--- src/rtl/led_driver_wb_data_master_if.sv ---
// led_driver_wb_data_master_if: single-read Wishbone bus between the frame-data master and the mem slave.
interface led_driver_wb_data_master_if #(
  parameter int ADDR_WIDTH = 16,
  parameter int DATA_WIDTH = 32
);
  logic [ADDR_WIDTH-1:0] wbm_address;
  logic [DATA_WIDTH-1:0] wbm_writedata;
  logic [DATA_WIDTH-1:0] wbm_readdata;
  logic                  wbm_strobe;
  logic                  wbm_cycle;
  logic                  wbm_write;
  logic                  wbm_ack;
  modport master (
    output wbm_address, wbm_writedata, wbm_strobe, wbm_cycle, wbm_write,
    input  wbm_readdata, wbm_ack
  );
  modport slave (
    input  wbm_address, wbm_writedata, wbm_strobe, wbm_cycle, wbm_write,
    output wbm_readdata, wbm_ack
  );
endinterface

--- src/rtl/led_driver_wb_data_master.sv ---
// led_driver_wb_data_master: fetches buffer words one read per request and hands each to the LED core with a valid pulse.
module led_driver_wb_data_master #(
  parameter int ADDR_WIDTH     = 16,
  parameter int DATA_WIDTH     = 32,
  parameter int BUF_WORDS_LOG2 = 8
) (
  input  logic                  clk,
  input  logic                  rst_n,
  led_driver_wb_data_master_if.master bus,
  input  logic [DATA_WIDTH-1:0] buf_id_i,
  input  logic                  wb_request_first_word_i,
  input  logic                  wb_request_next_word_i,
  output logic                  wb_recieved_new_word_o,
  output logic [DATA_WIDTH-1:0] wb_received_word_o
);
  typedef enum logic {IDLE, READ} state_t;
  state_t                    state_q;
  logic [DATA_WIDTH-1:0]     cur_buf_q, cur_buf_d, word_q;
  logic [BUF_WORDS_LOG2-1:0] word_idx_q, word_idx_d;
  logic [ADDR_WIDTH-1:0]     addr_q, addr_d;
  logic                      cyc_q, pulse_q, req;
  // first-word wins when both requests arrive together; idx+1 wraps within the buffer
  always_comb begin
    req        = wb_request_first_word_i || wb_request_next_word_i;
    cur_buf_d  = wb_request_first_word_i ? buf_id_i : cur_buf_q;
    word_idx_d = wb_request_first_word_i ? '0 : word_idx_q + 1'b1;
    addr_d     = ADDR_WIDTH'(cur_buf_d << BUF_WORDS_LOG2) + ADDR_WIDTH'(word_idx_d);
  end
  always_ff @(posedge clk or negedge rst_n) begin
    if (!rst_n) begin
      state_q    <= IDLE;
      cur_buf_q  <= '0;
      word_idx_q <= '0;
      addr_q     <= '0;
      cyc_q      <= 1'b0;
      pulse_q    <= 1'b0;
      word_q     <= '0;
    end else begin
      pulse_q <= 1'b0;
      if (state_q == IDLE) begin
        if (req) begin
          state_q    <= READ;
          cyc_q      <= 1'b1;
          cur_buf_q  <= cur_buf_d;
          word_idx_q <= word_idx_d;
          addr_q     <= addr_d;
        end
      end else if (bus.wbm_ack) begin
        state_q <= IDLE;
        cyc_q   <= 1'b0;
        word_q  <= bus.wbm_readdata;
        pulse_q <= 1'b1;
      end
    end
  end
  assign bus.wbm_address        = addr_q;
  assign bus.wbm_writedata      = '0;
  assign bus.wbm_cycle          = cyc_q;
  assign bus.wbm_strobe         = cyc_q;
  assign bus.wbm_write          = 1'b0;
  assign wb_recieved_new_word_o = pulse_q;
  assign wb_received_word_o     = word_q;
endmodule

--- src/flat_wrapper.sv ---
// flat-port wrapper written by rule: the top's interface ports become plain ports
module led_driver_wb_data_master_flat 
#(
  parameter int ADDR_WIDTH     = 16,
  parameter int DATA_WIDTH     = 32,
  parameter int BUF_WORDS_LOG2 = 8
)
  (clk, rst_n, buf_id_i, wb_request_first_word_i, wb_request_next_word_i, wb_recieved_new_word_o, wb_received_word_o, bus_wbm_address, bus_wbm_writedata, bus_wbm_strobe, bus_wbm_cycle, bus_wbm_write, bus_wbm_readdata, bus_wbm_ack);
  led_driver_wb_data_master_if #(.ADDR_WIDTH(ADDR_WIDTH), .DATA_WIDTH(DATA_WIDTH)) bus_i ();
  input  logic clk;
  input  logic rst_n;
  input  logic [DATA_WIDTH-1:0] buf_id_i;
  input  logic wb_request_first_word_i;
  input  logic wb_request_next_word_i;
  output logic wb_recieved_new_word_o;
  output logic [DATA_WIDTH-1:0] wb_received_word_o;
  output wire logic [$bits(bus_i.wbm_address)-1:0] bus_wbm_address;
  output wire logic [$bits(bus_i.wbm_writedata)-1:0] bus_wbm_writedata;
  output wire logic [$bits(bus_i.wbm_strobe)-1:0] bus_wbm_strobe;
  output wire logic [$bits(bus_i.wbm_cycle)-1:0] bus_wbm_cycle;
  output wire logic [$bits(bus_i.wbm_write)-1:0] bus_wbm_write;
  input wire logic [$bits(bus_i.wbm_readdata)-1:0] bus_wbm_readdata;
  input wire logic [$bits(bus_i.wbm_ack)-1:0] bus_wbm_ack;
  assign bus_wbm_address = bus_i.wbm_address;
  assign bus_wbm_writedata = bus_i.wbm_writedata;
  assign bus_wbm_strobe = bus_i.wbm_strobe;
  assign bus_wbm_cycle = bus_i.wbm_cycle;
  assign bus_wbm_write = bus_i.wbm_write;
  assign bus_i.wbm_readdata = bus_wbm_readdata;
  assign bus_i.wbm_ack = bus_wbm_ack;
  led_driver_wb_data_master #(.ADDR_WIDTH(ADDR_WIDTH), .DATA_WIDTH(DATA_WIDTH), .BUF_WORDS_LOG2(BUF_WORDS_LOG2)) u_core (.clk(clk), .rst_n(rst_n), .bus(bus_i), .buf_id_i(buf_id_i), .wb_request_first_word_i(wb_request_first_word_i), .wb_request_next_word_i(wb_request_next_word_i), .wb_recieved_new_word_o(wb_recieved_new_word_o), .wb_received_word_o(wb_received_word_o));
endmodule
--- config.mk ---
export PLATFORM = sky130hd
export DESIGN_NAME = led_driver_wb_data_master_flat
export DESIGN_NICKNAME = d
export VERILOG_FILES = /design/src/rtl/led_driver_wb_data_master_if.sv /design/src/rtl/led_driver_wb_data_master.sv /design/src/flat_wrapper.sv
export SDC_FILE = /design/constraint.sdc
export NUM_CORES = 1
export LEC_CHECK = 0
export CORE_MARGIN = 1
export CORE_UTILIZATION = 28
export DETAILED_ROUTE_END_ITERATION = 10
export GPL_TIMING_DRIVEN = 1
export PLACE_DENSITY_LB_ADDON = 0.1
export SETUP_SLACK_MARGIN = 0.15
export SYNTH_ARGS = -nofsm -noshare
export SYNTH_HDL_FRONTEND = slang
export SYNTH_SLANG_ARGS = --single-unit
--- constraint.sdc ---
create_clock -name clk -period 2.86 [get_ports clk]
set_input_delay 0.572 -clock clk [delete_from_list [all_inputs] [get_ports clk]]
set_output_delay 0.572 -clock clk [all_outputs]
set_load 0.01 [all_outputs]
==> impl_metrics.tcl <==
set metrics [dict create \
    die_height_um 92.7 \
    die_width_um 92.7 \
    place_ws_ns 0.723 \
    ios 153 \
    post_drt_wl_per_cell_um 12.1 \
    netlist_area_um2 2300 \
    p_sw_uw 549 \
    worst-setup-path-type "reg2out" \
    relSlewSlack_pct 65.9 \
    drt-total-wl_um 4770 \
    cp_max_fo 6 \
    required_ns 2.29 \
    place_area_um2 3220 \
    io_buffer_count 95 \
    combPwrFrac_pct 30.5 \
    arrival_ns 1.37 \
    routed-wl-met3_um 587 \
    power_density_nw_per_um2 579 \
    postSynthAreaPerCell_um2 11.9 \
    yosys_warnings 0 \
    gp_congestion 0.686 \
    vdd_ir_drop_max_mv 0.255 \
    cp_cell_sequence "clkdlybuf4s50_1" \
    top_layer "met4" \
    antenna_cells 0 \
    via_count 1628 \
    cts.clk_slew.worst_paths_ns 0.11 \
    synth_cell_type_count 24 \
    first_pass_iters 4 \
    worstMarginPinSlew_ns 0.511 \
    wl_met2_um 2100 \
    slew_violations 0 \
    nets 360 \
    cts_root_buffer "clkbuf_8" \
    fmax_ghz 0.515 \
    crit_path_start_kind "flip-flop" \
    critPathBufInv 1 \
    clockBufferDepth 2 \
    tritoncts "yes" \
    cts_hold_buf 0 \
    utilization_pct 42.2 \
    worstSetupEndpointType "primary output" \
    critPathMaxStageDelay_ns 0.59 \
    grt_pass1_vias 1605 \
    area_delta_synth_final_pct 43.9 \
    cpMaxStageDelayCell "clkdlybuf4s50_1" \
    hold_violations 0 \
    dpl.hpwl_um 3350 \
    maxCapViolCount 0 \
    start_util_pct 29.3 \
    drive_above_1_share_pct 15.8 \
    sw_frac_of_total_pct 28.6 \
    rows 32 \
    fin_crit_sh_pct 67.9 \
    core_area_um2 7850 \
    synth_area_leader_cell "dfrtp_1" \
    drtIter0Drc 43 \
    ys_ff_latch 51 \
    r2r_start "u_core.state_q$_DFF_PN0_" \
    vias_per_cell 4.14 \
    cts_buffers 5 \
    fill_cells 755 \
    seq_power_share_pct 47.6 \
    die_area_um2 8580 \
    p_int_uw 1370 \
    reg2reg_to "u_core.wb_received_word_o[13]$_DFFE_PN0P_" \
    postSynthCellCount 194 \
    grt.total_usage_pct 11.5 \
    leakage_uw 0.00143 \
    cpLargestDelayFamily "buffers and inverters" \
    wl_met1_um 2020 \
    antenna_found_initial 0 \
    setup_viol 0 \
    drcViolationCount 0 \
    synth_top_area_share_pct 55.5 \
    final_cell_area_um2 3310 \
    fin_tns_setup_ns 0 \
    cts-htree-levels 2 \
    rsz0062_at_grt "no" \
    grt-ovfl-total 0 \
    ys_seq_area_share_pct 55.5 \
    pwr-share-clk_pct 22.0 \
    insertion_delay_ns 0.31 \
    finClkSkew_ns 0.0127 \
    status "finished clean" \
    post_cts_buffers 0 \
    r2r_slack_ns 1.38 \
    grt_max_degree 40 \
    fin_crit_ns 1.94 \
    ys_top_cells_by_area "dfrtp_1 55%, mux2_2 16%, buf_4 11%" \
    ant_nets 0 \
    worstRegToRegCells 3 \
    cts_resized 0 \
    hp-class "in2async" \
    setup_slack_ns 0.917 \
    cts.sinks 51 \
    grt_pass1_wl_um 7620 \
]
[power by group through the flow]
| stage | Combinational, uW | Clock (uW) | Sequential [uW] |
|---|---|---|---|
| floorplan | 217 | 0 | 977 |
| global placement | 592 | 0 | 922 |
| detailed placement | 591 | 0 | 926 |
| CTS | 594 | 450 | 913 |
| global route | 630 | 467 | 931 |
| finish | 584 | 421 | 911 |
[stage by stage]
step           cells  total power (uW)  hold slack, ns
2_1_floorplan    226              1190           0.276
3_3_place_gp     385              1510           0.462
3_5_place_dp     385              1520           0.462
4_1_cts          393              1960           0.127
5_1_grt          393              2030           0.144
6_report         393              1920           0.136
[routing by layer]
| metal | vias to the layer above | track usage [%] |
|---|---|---|
| li1 | 764 | - |
| met2 | 86 | 17.9 |
| met4 | 0 | 3.08 |
| met3 | 7 | 6.08 |
| met5 | - | 0 |
| met1 | 771 | 13.8 |
[worst max-delay path by stage]
| stage | startpoint | endpoint | slack, ns | depth (start not counted) |
|---|---|---|---|---|
| after global routing | u_core.bus.wbm_address[1]$_DFFE_PN0P_ | bus_wbm_address[1] | 0.89 | 1 |
| after global placement | wb_request_first_word_i | u_core.bus.wbm_address[3]$_DFFE_PN0P_ | 0.74 | 4 |
| final | u_core.bus.wbm_address[1]$_DFFE_PN0P_ | bus_wbm_address[1] | 0.92 | 1 |
| after detailed placement | wb_request_first_word_i | u_core.bus.wbm_address[3]$_DFFE_PN0P_ | 0.72 | 4 |
| after floorplan | wb_request_first_word_i | u_core.bus.wbm_address[3]$_DFFE_PN0P_ | 1.36 | 4 |
| after CTS | u_core.bus.wbm_address[1]$_DFFE_PN0P_ | bus_wbm_address[1] | 0.91 | 1 |
[cell type report]
class,instances,area (um2),area share (%)
clock buffers,5,68.8,2.08
clock inverters,3,20.0,0.604
inverters,3,11.3,0.340
multi-input cells,131,840,25.3
flip-flops and latches,51,1280,38.5
well taps,102,128,3.85
repair buffers,98,968,29.2
[layout by cell type, fill, tap and decap left out]
master and instances:
mux2_2 33, inv_1 3, conb_1 33, nand4_1 1, nor2_1 1, clkinv_2 1, nor3_1 2, buf_2 1
nand2_1 33, ha_1 1, mux2i_1 2, dfrtp_1 51, o31ai_1 3, o21ai_0 3, clkdlybuf4s50_1 94, nor4_1 2
nor2b_1 2, clkinvlp_4 2, a31oi_1 1, nor3b_1 1, a21oi_1 5, nand2b_1 4, or4_1 3, buf_4 3
clkbuf_8 5, o21bai_4 1
[sequential cells by signal, indices dropped and copies added (netlist names)]
| register | cells |
|---|---|
| u_core.cur_buf_q | 8 |
| u_core.bus.wbm_cycle | 1 |
| u_core.wb_received_word_o | 32 |
| u_core.state_q | 1 |
| u_core.wb_recieved_new_word_o | 1 |
| u_core.bus.wbm_address | 8 |
[logic make-up (layout without fill, tap and decap cells)]
| group | Yosys count | in the layout | share of synthesized area, % |
|---|---|---|---|
| DFF | 51 | 51 | 55.5 |
| and+or+nand+nor | 49 | 49 | 9.73 |
| buffers and inverters | 44 | 109 | 13.3 |
| muxes | 35 | 35 | 17.0 |
| AOI/OAI and AO/OA | 13 | 13 | 3.81 |
| adders and majority gates | 1 | 1 | 0.544 |
| other | 1 | 33 | 0.163 |
[cells in the mapped netlist]
master and n:
o21ai_0 3, inv_1 3, nor3b_1 1, a31oi_1 1, clkbuf_1 2, nor4_1 2, conb_1 1, buf_6 1
ha_1 1, a21oi_1 5, buf_2 4, dfrtp_1 51, nand4_1 1, mux2i_1 2, nor3_1 2, or4_1 3
mux2_2 33, nand2_1 33, nor2_1 1, nor2b_1 2, o21bai_4 1, o31ai_1 3, buf_4 34, nand2b_1 4
Note: power is estimated with default switching activity, not from simulation.
